==> config.mk <==
export PLATFORM = sky130hd
export DESIGN_NAME = iotdf_ctrl
export DESIGN_NICKNAME = d
export VERILOG_FILES = /design/src/rtl/iotdf_pkg.sv /design/src/rtl/iotdf_word_asm.sv /design/src/rtl/iotdf_ctrl.sv
export SDC_FILE = /design/constraint.sdc
export NUM_CORES = 1
export LEC_CHECK = 0
export BUFFER_PORTS_ARGS = -buffer_cell sky130_fd_sc_hd__buf_2
export CAP_MARGIN = 20
export CORE_ASPECT_RATIO = 1.5
export CORE_MARGIN = 5
export CORE_UTILIZATION = 53
export DETAILED_ROUTE_END_ITERATION = 6
export HOLD_SLACK_MARGIN = 0.15
export MAX_ROUTING_LAYER = met4
export PLACE_DENSITY = 0.8
export SLEW_MARGIN = 5
export SYNTH_ARGS = -nofsm -noshare
export SYNTH_HDL_FRONTEND = slang
export SYNTH_SLANG_ARGS = --single-unit
==> constraint.sdc <==
create_clock -name clk -period 2.2 [get_ports clk]
set_input_delay 0.44 -clock clk [delete_from_list [all_inputs] [get_ports clk]]
set_output_delay 0.44 -clock clk [all_outputs]
set_load 0.01 [all_outputs]
==> src/rtl/iotdf_pkg.sv <==
// Shared widths, function codes and FSM states for the IoT data filter sequencer.
package iotdf_pkg;

  localparam int WORD_W         = 128;
  localparam int BYTE_W         = 8;
  localparam int BYTES_PER_WORD = 16;

  typedef enum logic [2:0] {
    FN_NONE = 3'd0,
    FN_MAX  = 3'd1,
    FN_MIN  = 3'd2,
    FN_AVG  = 3'd3,
    FN_EXT  = 3'd4,
    FN_EXC  = 3'd5
  } fn_e;

  typedef enum logic [1:0] {IDLE, LOAD, DRAIN, DONE} state_e;

  // Codes outside 1..5 select no unit at all.
  function automatic logic [4:0] fn_onehot(input logic [2:0] fn);
    logic [4:0] oh;
    oh = '0;
    case (fn)
      FN_MAX:  oh = 5'b00001;
      FN_MIN:  oh = 5'b00010;
      FN_AVG:  oh = 5'b00100;
      FN_EXT:  oh = 5'b01000;
      FN_EXC:  oh = 5'b10000;
      default: oh = 5'b00000;
    endcase
    return oh;
  endfunction

endpackage

==> src/rtl/iotdf_word_asm.sv <==
// Byte-to-word assembler: shifts sensor bytes MSB-first and loads the held data word on byte 16.
module iotdf_word_asm
  import iotdf_pkg::*;
(
  input  logic              clk,
  input  logic              rst_n,
  input  logic              accept_i,
  input  logic [BYTE_W-1:0] byte_i,
  output logic              load_o,
  output logic [WORD_W-1:0] data_word_o
);

  logic [WORD_W-BYTE_W-1:0] sh_q;
  logic [3:0]               byte_cnt_q;
  logic [WORD_W-1:0]        data_word_q;

  assign load_o      = accept_i && (byte_cnt_q == 4'(BYTES_PER_WORD - 1));
  assign data_word_o = data_word_q;

  always_ff @(posedge clk or negedge rst_n) begin
    if (!rst_n) begin
      sh_q        <= '0;
      byte_cnt_q  <= '0;
      data_word_q <= '0;
    end else begin
      if (accept_i) begin
        sh_q       <= {sh_q[WORD_W-2*BYTE_W-1:0], byte_i};
        byte_cnt_q <= byte_cnt_q + 4'd1;
      end
      if (load_o) begin
        data_word_q <= {sh_q, byte_i};
      end
    end
  end

endmodule

==> src/rtl/iotdf_ctrl.sv <==
// IoT data filter sequencer: run FSM, phase counter, unit enables and result capture.
// Optional IOTDF_RESULT_CNT_EN adds result_cnt and delays done until the final result is counted.
module iotdf_ctrl
  import iotdf_pkg::*;
#(
  parameter int NUM_WORDS = 96,
  parameter int ROUND_LEN = 8
) (
  input  logic              clk,
  input  logic              rst_n,
  input  logic              in_en,
  input  logic [BYTE_W-1:0] iot_in,
  input  logic [2:0]        fn_sel,
  output logic              busy,
  output logic              valid,
  output logic [WORD_W-1:0] iot_out,
  output logic              done,
  output logic [WORD_W-1:0] data_word,
  output logic [3:0]        cnt_cycle,
  output logic              round_last,
  output logic [4:0]        fu_en,
`ifdef IOTDF_RESULT_CNT_EN
  output logic [6:0]        result_cnt,
`endif
  input  logic              flt_vld,
  input  logic [WORD_W-1:0] flt_res
);

  localparam int IDX_W = (ROUND_LEN > 1) ? $clog2(ROUND_LEN) : 1;
  localparam int CNT_W = $clog2(NUM_WORDS + 1);

  state_e            state_q;
  logic [2:0]        fn_q;
  logic [CNT_W-1:0]  word_cnt_q;
  logic [IDX_W-1:0]  word_idx_q, word_idx_d;
  logic [3:0]        cnt_cycle_q;
  logic              round_last_q, busy_q, valid_q, done_q;
  logic [4:0]        fu_en_q;
  logic [WORD_W-1:0] iot_out_q;
  logic              accept, load, capture, last_load;

  assign accept    = in_en && !busy_q;
  assign capture   = (cnt_cycle_q == 4'd1) && flt_vld && (fu_en_q != 5'd0);
  assign last_load = load && (word_cnt_q == CNT_W'(NUM_WORDS - 1));

  iotdf_word_asm u_word_asm (
    .clk         (clk),
    .rst_n       (rst_n),
    .accept_i    (accept),
    .byte_i      (iot_in),
    .load_o      (load),
    .data_word_o (data_word)
  );

  always_comb begin
    word_idx_d = word_idx_q + IDX_W'(1);
    if (word_cnt_q == '0 || word_idx_q == IDX_W'(ROUND_LEN - 1)) begin
      word_idx_d = '0;
    end
  end

  always_ff @(posedge clk or negedge rst_n) begin
    if (!rst_n) begin
      state_q      <= IDLE;
      fn_q         <= '0;
      word_cnt_q   <= '0;
      word_idx_q   <= '0;
      cnt_cycle_q  <= '0;
      round_last_q <= 1'b0;
      busy_q       <= 1'b0;
      valid_q      <= 1'b0;
      done_q       <= 1'b0;
      fu_en_q      <= '0;
      iot_out_q    <= '0;
    end else begin
      // A load restarts the phase; otherwise a running phase free-runs and parks at 0.
      if (load) begin
        cnt_cycle_q  <= 4'd1;
        word_idx_q   <= word_idx_d;
        round_last_q <= (word_idx_d == IDX_W'(ROUND_LEN - 1));
        word_cnt_q   <= word_cnt_q + CNT_W'(1);
      end else if (cnt_cycle_q != 4'd0) begin
        cnt_cycle_q <= cnt_cycle_q + 4'd1;
      end

      valid_q <= capture;
      if (capture) begin
        iot_out_q <= flt_res;
      end

      case (state_q)
        IDLE: if (accept) begin
          state_q <= LOAD;
          fn_q    <= fn_sel;
          fu_en_q <= fn_onehot(fn_sel);
        end
        LOAD: if (last_load) begin
          state_q <= DRAIN;
          busy_q  <= 1'b1;
        end
        DRAIN: if (cnt_cycle_q == 4'd1) begin
          state_q <= DONE;
          fu_en_q <= '0;
`ifdef IOTDF_RESULT_CNT_EN
          done_q  <= !capture;
`else
          done_q  <= 1'b1;
`endif
        end
        DONE: done_q <= 1'b1;
        default: state_q <= IDLE;
      endcase
    end
  end

`ifdef IOTDF_RESULT_CNT_EN
  logic [6:0] result_cnt_q;

  always_ff @(posedge clk or negedge rst_n) begin
    if (!rst_n) begin
      result_cnt_q <= '0;
    end else if (valid_q && result_cnt_q != 7'd127) begin
      result_cnt_q <= result_cnt_q + 7'd1;
    end
  end

  assign result_cnt = result_cnt_q;
`endif

  assign busy       = busy_q;
  assign valid      = valid_q;
  assign iot_out    = iot_out_q;
  assign done       = done_q;
  assign cnt_cycle  = cnt_cycle_q;
  assign round_last = round_last_q;
  assign fu_en      = fu_en_q;

endmodule
==> results.cfg, run 1 <==
[clock_network]
clock-sinks = 405
cts_resized = 0
cts_hold_buffers = 123
clockRootBuffer = clkbuf_16
cts_max_level = 2
cts_setup_buffers = 0
cts_inserted_buffers = 37
clkTransAtPathRegs_ns = 0.07
clock_latency_ns = 0.53
cts_buffer_depth = 3
cts_tree = built

[die]
start_util_pct = 53.95
die_w_microns = 149.8
rows = 76
die_area_sq_um = 32920
core_area_sq_um = 28810
io-pin-count = 412
die_height_microns = 219.7

[power]
p_sw_share_pct = 21.94
combPwrFrac_pct = 5.4
leakagePower_nw = 12.20
sequentialPowerShare_pct = 51.5
power_mw = 14.70
power-per-cell-area_nw_per_um2 = 716.8
power.clock.fraction_pct = 43.1
vdd_drop_max_mv = 0.5639
p_switching_mw = 3.224
internal_power_mw = 11.47

[sta]
period_share_pct = 89.81
skew_ns = 0.01295
period_needed_ns = 1.976
setup_viol = 0
rsz0062_at_grt = no
hold_viol = 0
holdWs_ns = 0.1731
fmax_ghz = 0.5061
setup_tns_ns = 0
tightest_slew_ns = 0.6219
maxSlewViolCount = 0
maxSlewHeadroom_pct = 58.54

[synthesis]
syn_nets = 1612
ys_seq_elements = 405
synth.avg_cell_area_sq_um = 10.68
synth-seq-area-share_pct = 65.20
synthCells = 1456
yosys_warnings = 0
synth_cell_types = 34
synth_edf_count = 0
synth_ff_type = dfrtp_1
synthArstFlopShare_pct = 100.0
synth_area_sq_um = 15540

[worst_setup_path]
cpPeakStageDelay_ns = 0.43
path_buf_inv = 2
end_kind = flip-flop
crit_type = flip-flop to flip-flop
crit_fanout = 65
crit_path_cell_trace = inv_1, ha_1, nand3_1, a21oi_4, buf_12, mux2_1
critPathArrivalTime_ns = 2.36
critPathTopFamily = buffers and inverters
critPathLaunchType = flip-flop
worstPathRequired_ns = 2.59
slowest_stage = dfrtp_1

[routing]
drtAntennaViolNets = 0
dr_total_vias = 12293
post-route-drc-count = 0
first_iter_violations = 807
via_per_inst = 5.105
wl_mm = 47.74
wl_per_cell_microns = 19.82
dr.pass1.iters = 4

[global_route]
grt_overflow_total = 0
grt_antenna_before_repair = 9
grt_pass1_vias = 12925
grt_first_pass_wirelength_mm = 72.42
grt_use_total_pct = 29.34
grt_max_degree = 123

[final_layout]
mostFrequentLayoutCells = nand2_1 (761), buf_2 (410), dfrtp_1 (405)
drive_above_1_share_pct = 25.92
final_common_cell = nand2_1
num-fill-cells = 1965
nNetsFinal = 2139
fin_cells = 2408
syn2layout_area_growth_pct = 31.89

[placed_design]
dp_cells = 2210
io_buffers = 411
hpwl_mm = 30.21
gp_congestion = 0.8361

[worst_hold_path]
hold_class = primary input to flip-flop

[job]
maxCapViolations = 0

[run_status]
outcome = complete, no violations
==> flip-flops by register name, indices dropped and copies added, names as in the netlist <==
| name | count |
|---|---|
| word_cnt_q | 7 |
| iot_out | 128 |
| fu_en | 5 |
| u_word_asm.data_word_o | 128 |
| cnt_cycle | 4 |
| word_idx_q | 3 |
| u_word_asm.sh_q | 120 |
| round_last | 1 |
| done | 1 |
| u_word_asm.byte_cnt_q | 4 |
| busy | 1 |
| valid | 1 |
| state_q | 2 |
==> Yosys cell counts (all sizes together), types with 4 or more instances <==
| cell | count | share of area, % |
|---|---|---|
| dfrtp | 405 | 65 |
| nor3 | 4 | 0.13 |
| nand2 | 761 | 18 |
| nor2 | 8 | 0.21 |
| ha | 13 | 1.0 |
| buf | 56 | 2.5 |
| inv | 9 | 0.22 |
| o21ai | 5 | 0.16 |
| xnor2 | 9 | 0.51 |
| mux2 | 134 | 9.7 |
| nand3 | 5 | 0.16 |
| clkbuf | 16 | 0.39 |
| nand2b | 7 | 0.28 |
==> layer usage <==
metal / routed length [microns] / vias to the layer above / global-route usage, %
met4: 2613 / 0 / 13.64
met1: 17340 / 6013 / 33.10
met5: 0 / - / -
met2: 23110 / 523 / 47.26
met3: 4664 / 147 / 9.936
li1: - / 5610 / -
==> path summary, 6_finish.rpt <==
| path | from | to | slack [ns] | cells past startpoint |
|---|---|---|---|---|
| setup / recovery | cnt_cycle[1] | iot_out[49] | 0.22 | 6 |
| hold / removal | flt_res[98] | iot_out[98] | 0.17 | 2 |
| setup reg to reg | cnt_cycle[1] | iot_out[49] | 0.22 | 6 |
| hold reg to reg | u_word_asm.data_word_o[121] | u_word_asm.data_word_o[121] | 0.47 | 2 |
| max in group asynchronous | rst_n | u_word_asm.sh_q[98] | 1.01 | 3 |
| min in group asynchronous | rst_n | u_word_asm.data_word_o[50] | 0.42 | 2 |
==> cells by family (layout without fill, tap and decap cells) <==
group / after synthesis / in the layout / share of synthesized area [%]
buf+inv: 81 / 635 / 3.075
compound gates: 13 / 13 / 0.5394
xor+xnor: 11 / 11 / 0.6199
other cells: 0 / 8 / 0
simple gates: 798 / 798 / 19.75
flops: 405 / 405 / 65.20
mux: 135 / 135 / 9.772
fa+ha+maj: 13 / 13 / 1.046
==> final cells by class <==
| cell class | instances | area [sq um] | share of cell area (%) |
|---|---|---|---|
| repair buffers | 560 | 3684 | 17.97 |
| inverters | 9 | 33.78 | 0.1648 |
| multi-input cells | 970 | 4961 | 24.20 |
| flip-flops and latches | 405 | 10130 | 49.44 |
| clock inverters | 9 | 76.32 | 0.3723 |
| diodes | 8 | 20.02 | 0.09765 |
| clock buffers | 57 | 1104 | 5.383 |
| well taps | 390 | 488.0 | 2.380 |
==> power groups by stage <==
stage	Clock (mW)	Sequential (mW)	Combinational [mW]
after global routing	6.75	7.57	0.866
after CTS	6.43	7.57	0.786
after floorplan	0	7.72	0.153
final	6.33	7.57	0.792
after global placement	0	7.70	0.583
after detailed placement	0	7.71	0.597
==> through the flow <==
step	instance area [sq um]	worst slack [ns]	utilization, %
finish	20500	0.2242	71.15
global route	20500	0.1036	71.15
CTS	20470	0.2682	71.05
detailed placement	18060	0.2992	62.68
global placement	18060	0.3634	62.68
floorplan	15540	0.5257	-
Note: power is estimated with default switching activity, not from simulation.
==> run 2, diff against run 1 <==
--- a/config.mk
+++ b/config.mk
@@ -9,11 +9,12 @@
 export CAP_MARGIN = 20
 export CORE_ASPECT_RATIO = 1.5
 export CORE_MARGIN = 5
-export CORE_UTILIZATION = 53
+export CORE_UTILIZATION = 55
+export CTS_BUF_LIST = sky130_fd_sc_hd__clkbuf_4
 export DETAILED_ROUTE_END_ITERATION = 6
 export HOLD_SLACK_MARGIN = 0.15
 export MAX_ROUTING_LAYER = met4
-export PLACE_DENSITY = 0.8
+export PLACE_DENSITY = 0.83
 export SLEW_MARGIN = 5
 export SYNTH_ARGS = -nofsm -noshare
 export SYNTH_HDL_FRONTEND = slang
==> constraint.sdc (replaced) <==
create_clock -name clk -period 1.9 [get_ports clk]
set_input_delay 0.38 -clock clk [delete_from_list [all_inputs] [get_ports clk]]
set_output_delay 0.38 -clock clk [all_outputs]
set_load 0.01 [all_outputs]
==> results.cfg, run 2 (synthesis gave the netlist of run 1 again) <==
[run_status]
outcome = complete, no violations

[power]
p_switching_mw = 4.109
vdd_drop_max_mv = 0.4612
sequentialPowerShare_pct = 52.8
p_sw_share_pct = 24.75
leakagePower_nw = 12.50
power.clock.fraction_pct = 40.9
combPwrFrac_pct = 6.3
internal_power_mw = 12.50
power-per-cell-area_nw_per_um2 = 796.7

[worst_setup_path]
critPathArrivalTime_ns = 2.50
rr_startpoint = cnt_cycle[2]
crit_type = flip-flop to flip-flop
crit_fanout = 20
worstPathRequired_ns = 2.51
critPathLaunchType = flip-flop
rrSetupSlack_ns = 0.009
reg2reg_to = iot_out[20]
end_kind = flip-flop
reg2reg_depth = 6

[sta]
tightest_slew_ns = 0.6898
hold_viol = 0
maxSlewViolCount = 0
skew_ns = 0.03394
maxSlewHeadroom_pct = 54.01
setup_tns_ns = 0
fmax_ghz = 0.5289
rsz0062_at_grt = yes
period_share_pct = 99.52
period_needed_ns = 1.891
holdWs_ns = 0.2387
setup_viol = 0

[clock_network]
cts_buffer_depth = 3
cts_max_level = 3
cts_inserted_buffers = 93
clkTransAtPathRegs_ns = 0.08
clock_latency_ns = 0.76
clock-sinks = 405
clockRootBuffer = clkbuf_4
cts_tree = built

[global_route]
grt_first_pass_wirelength_mm = 78.80
grt_use_total_pct = 32.68
grt_antenna_before_repair = 3
grt_max_degree = 80
grt_pass1_vias = 14483
grt_overflow_total = 0

[placed_design]
dp_cells = 2181
gp_congestion = 0.8505
hpwl_mm = 31.17
io_buffers = 411

[die]
start_util_pct = 55.58
die_area_sq_um = 31790
core_area_sq_um = 27960
die_w_microns = 147.3
die_height_microns = 215.9
io-pin-count = 412
rows = 75

[routing]
drtAntennaViolNets = 0
wl_mm = 50.72
wl_per_cell_microns = 20.31
post-route-drc-count = 0
dr.pass1.iters = 6
dr_total_vias = 13200
via_per_inst = 5.286
first_iter_violations = 829

[worst_hold_path]
hold_depth = 5
hold_start = flt_vld
min_to = valid
hold_class = primary input to flip-flop

[final_layout]
nNetsFinal = 2235
final_common_cell = nand2_1
multi_input_area_sq_um = 4996
syn2layout_area_growth_pct = 34.09
num-fill-cells = 1750
drive_above_1_share_pct = 30.00
regArea_sq_um = 10130
fin_cells = 2497
mostFrequentLayoutCells = nand2_1 (761), buf_2 (410), dfrtp_1 (405)
fin_util_pct = 74.53

[job]
maxCapViolations = 0
run 2: changes by cell type in the layout (fill, tap and decap cells not counted), moves of 6 or more:
cell,previous run,this run
buf_4,10,27
clkbuf_1,12,0
clkbuf_16,39,2
clkbuf_4,0,138
clkbuf_8,6,0
clkinv_1,0,19
dlygate4sd3_1,124,143
mux2_1,109,101
mux2_4,0,6
run 2: what timing repair did:
action,4_1_cts,5_1_grt
hold buffers,143,0
setup endpoints to repair,0,113
buffers inserted,0,4
hold endpoints to repair,558,0
resized for setup,0,14
run 2: how the worst max path moves through the flow:
stage,startpoint,slack [ns],endpoint
final,cnt_cycle[2],0.009,iot_out[20]
after CTS,cnt_cycle[1],0.01,cnt_cycle[1]
after floorplan,cnt_cycle[1],0.23,iot_out[0]
after global placement,cnt_cycle[1],0.09,iot_out[46]
after global routing,cnt_cycle[2],-0.07,iot_out[27]
after detailed placement,cnt_cycle[2],0.05,iot_out[111]
run 2: layout make-up:
class | instances | share of cell area (%)
Antenna cell | 4 | 0.04802
Clock buffer | 138 | 4.971
Clock inverter | 25 | 0.4802
Inverter | 9 | 0.1621
Multi-Input combinational cell | 970 | 23.97
Sequential cell | 405 | 48.63
Tap cell | 346 | 2.077
Timing Repair Buffer | 600 | 19.67
run 2: power by group through the flow:
stage	Combinational, mW	Sequential (mW)	Clock [mW]
after floorplan	0.177	8.94	0
after global placement	0.693	8.91	0
after detailed placement	0.726	8.92	0
after CTS	0.976	8.75	6.84
after global routing	1.13	8.77	7.42
final	1.05	8.76	6.79
run 2: layer usage:
layer	global-route usage [%]	wire, microns	up-vias
li1	-	-	5867
met1	35.13	17760	6368
met2	51.17	24610	758
met3	11.96	5094	207
met4	20.74	3257	0
met5	-	0	-
run 2: worst max-delay path: stages (launching register included):
cell and delay (ns):
dfrtp_1 0.48, nor2_2 0.22, nand3_2 0.12, a21oi_4 0.21
buf_12 0.17, buf_12 0.17, mux2_1 0.37
run 2: per-stage QoR:
step           instance area [sq um]  worst slack, ns  total power, mW
6_report                       20840         0.009184            16.61
4_1_cts                        20700          0.01123            16.57
2_1_floorplan                  15540           0.2257            9.117
5_1_grt                        20840         -0.06677            17.32
3_5_place_dp                   18130          0.04557            9.644
3_3_place_gp                   18130          0.09146            9.600
==> run 3, diff against run 2 <==
--- a/config.mk
+++ b/config.mk
@@ -10,7 +10,7 @@
 export CORE_ASPECT_RATIO = 1.5
 export CORE_MARGIN = 5
 export CORE_UTILIZATION = 55
-export CTS_BUF_LIST = sky130_fd_sc_hd__clkbuf_4
+export CTS_BUF_LIST = sky130_fd_sc_hd__clkbuf_4 sky130_fd_sc_hd__clkbuf_8
 export DETAILED_ROUTE_END_ITERATION = 6
 export HOLD_SLACK_MARGIN = 0.15
 export MAX_ROUTING_LAYER = met4
==> results.cfg, run 3 (synthesis gave the netlist of run 1 again) <==
[power]
power-per-cell-area_nw_per_um2 = 811.0
internal_power_mw = 13.05
sequentialPowerShare_pct = 52.0
p_switching_mw = 3.823
p_sw_share_pct = 22.66
vdd_drop_max_mv = 0.5155
power.clock.fraction_pct = 42.1
leakagePower_nw = 12.41
combPwrFrac_pct = 5.9

[worst_setup_path]
endpoint = iot_out[43]
cp-startpoint = cnt_cycle[0]
critPathLaunchType = flip-flop
path_buf_inv = 2
critPathTopFamily = flip-flops
critPathArrivalTime_ns = 2.31
slowest_stage = dfrtp_1
worstSetupPathDepth = 6
end_kind = flip-flop
reg2reg_to = iot_out[43]
reg2reg_depth = 6
worstPathRequired_ns = 2.38
rrSetupSlack_ns = 0.06
crit_fanout = 26
crit_path_cell_trace = ha_1, nand3_2, a21oi_4, buf_12, clkbuf_16, mux2_1
cpPeakStageDelay_ns = 0.43
crit_type = flip-flop to flip-flop
rr_startpoint = cnt_cycle[0]

[die]
core_area_sq_um = 27960
die_area_sq_um = 31790
rows = 75
die_height_microns = 215.9
die_w_microns = 147.3
start_util_pct = 55.58
io-pin-count = 412

[routing]
wl_mm = 50.75
dr_total_vias = 12887
first_iter_violations = 951
dr.pass1.iters = 6
via_per_inst = 5.319
wl_per_cell_microns = 20.95
post-route-drc-count = 0
drtAntennaViolNets = 0

[final_layout]
syn2layout_area_growth_pct = 33.86
mostFrequentLayoutCells = nand2_1 (761), buf_2 (410), dfrtp_1 (404)
drive_above_1_share_pct = 28.31
nNetsFinal = 2193
post-route-cell-area_sq_um = 20810
final_common_cell = nand2_1
num-fill-cells = 1756
fin_util_pct = 74.41

[sta]
rsz0062_at_grt = no
fmax_ghz = 0.5449
period_share_pct = 96.58
setup_viol = 0
maxSlewHeadroom_pct = 53.00
period_needed_ns = 1.835
setup_tns_ns = 0
tightest_slew_ns = 0.7050
maxSlewViolCount = 0
skew_ns = 0.02737
hold_viol = 0
setup_ws_ns = 0.06496

[placed_design]
post_dp_cell_area_sq_um = 18130
hpwl_mm = 31.17
io_buffers = 411
gp_congestion = 0.8505
post-place-ws_ns = 0.04557

[global_route]
grt_use_total_pct = 32.66
grt_first_pass_wirelength_mm = 78.81
grt_max_degree = 80
grt_pass1_vias = 13936
grt_antenna_before_repair = 4
grt_overflow_total = 0

[clock_network]
clock-sinks = 405
cts_inserted_buffers = 57
cts_max_level = 2
clockRootBuffer = clkbuf_8
cts_tree = built
clkTransAtPathRegs_ns = 0.08
cts_buffer_depth = 3
clock_latency_ns = 0.61

[job]
maxCapViolations = 0

[worst_hold_path]
hold_class = primary input to flip-flop

[run_status]
outcome = complete, no violations
-- run 3: changes by cell type in the layout (fill, tap and decap cells not counted), moves of 4 or more --
| cell | previous run | this run |
|---|---|---|
| clkbuf_4 | 138 | 10 |
| clkbuf_8 | 0 | 73 |
| clkinv_1 | 19 | 0 |
| clkinv_2 | 2 | 6 |
| dlygate4sd3_1 | 143 | 137 |
| mux2_1 | 101 | 108 |
| mux2_4 | 6 | 0 |
-- run 3: routing by layer --
metal	routed length (microns)	global-route usage, %	part of all wire [%]	vias up
li1	-	-	-	5715
met5	0	-	0	-
met2	24490	51.29	48	693
met4	2944	17.29	5.8	0
met3	5211	11.71	10	177
met1	18110	36.72	36	6302
-- run 3: how the worst min path moves through the flow --
stage | cells after the start | start | slack (ns) | endpoint
final | 3 | in_en | 0.20 | busy
after global routing | 3 | in_en | 0.19 | busy
after CTS | 3 | in_en | 0.16 | busy
after detailed placement | 1 | rst_n | 0.36 | u_word_asm.data_word_o[45]
after global placement | 1 | rst_n | 0.36 | u_word_asm.data_word_o[45]
after floorplan | 0 | rst_n | 0.08 | busy
-- run 3: timing repair --
action	in CTS	in global routing
endpoints found under the setup margin	0	108
resized for setup	0	7
setup buffers	0	4
hold buffers	137	0
endpoints found under the hold margin	410	0
-- run 3: tightest hold or removal path, delay by kind of cell --
kind                   cells  cell delay, ns
buffers and inverters      1            0.13
AND/OR/NAND/NOR            1            0.14
AO/OA/AOI/OAI              1            0.09
-- run 3: final cells by class --
type                    instances  area (sq um)  share of cell area, %
inverters                       9         33.78                 0.1624
well taps                     346         432.9                  2.081
flip-flops and latches        405         10140                  48.71
clock inverters                 9         97.59                 0.4690
clock buffers                  83          1080                  5.189
repair buffers                594          4039                  19.41
multi-input cells             970          4971                  23.89
diodes                          7         17.52                0.08419
-- run 3: power groups by stage --
stage               logic [mW]  registers, mW  clock network, mW
floorplan                0.177           8.94                  0
global placement         0.693           8.91                  0
detailed placement       0.726           8.92                  0
CTS                      0.974           8.76               7.17
global route              1.08           8.77               7.67
finish                   0.998           8.77               7.10
-- run 3: stage by stage --
| step | power, mW | hold WS [ns] | cells |
|---|---|---|---|
| 6_report | 16.87 | 0.1963 | 2423 |
| 5_1_grt | 17.53 | 0.1886 | 2421 |
| 4_1_cts | 16.90 | 0.1614 | 2410 |
| 3_5_place_dp | 9.644 | 0.3590 | 2181 |
| 3_3_place_gp | 9.600 | 0.3571 | 2181 |
| 2_1_floorplan | 9.117 | 0.08441 | 1456 |
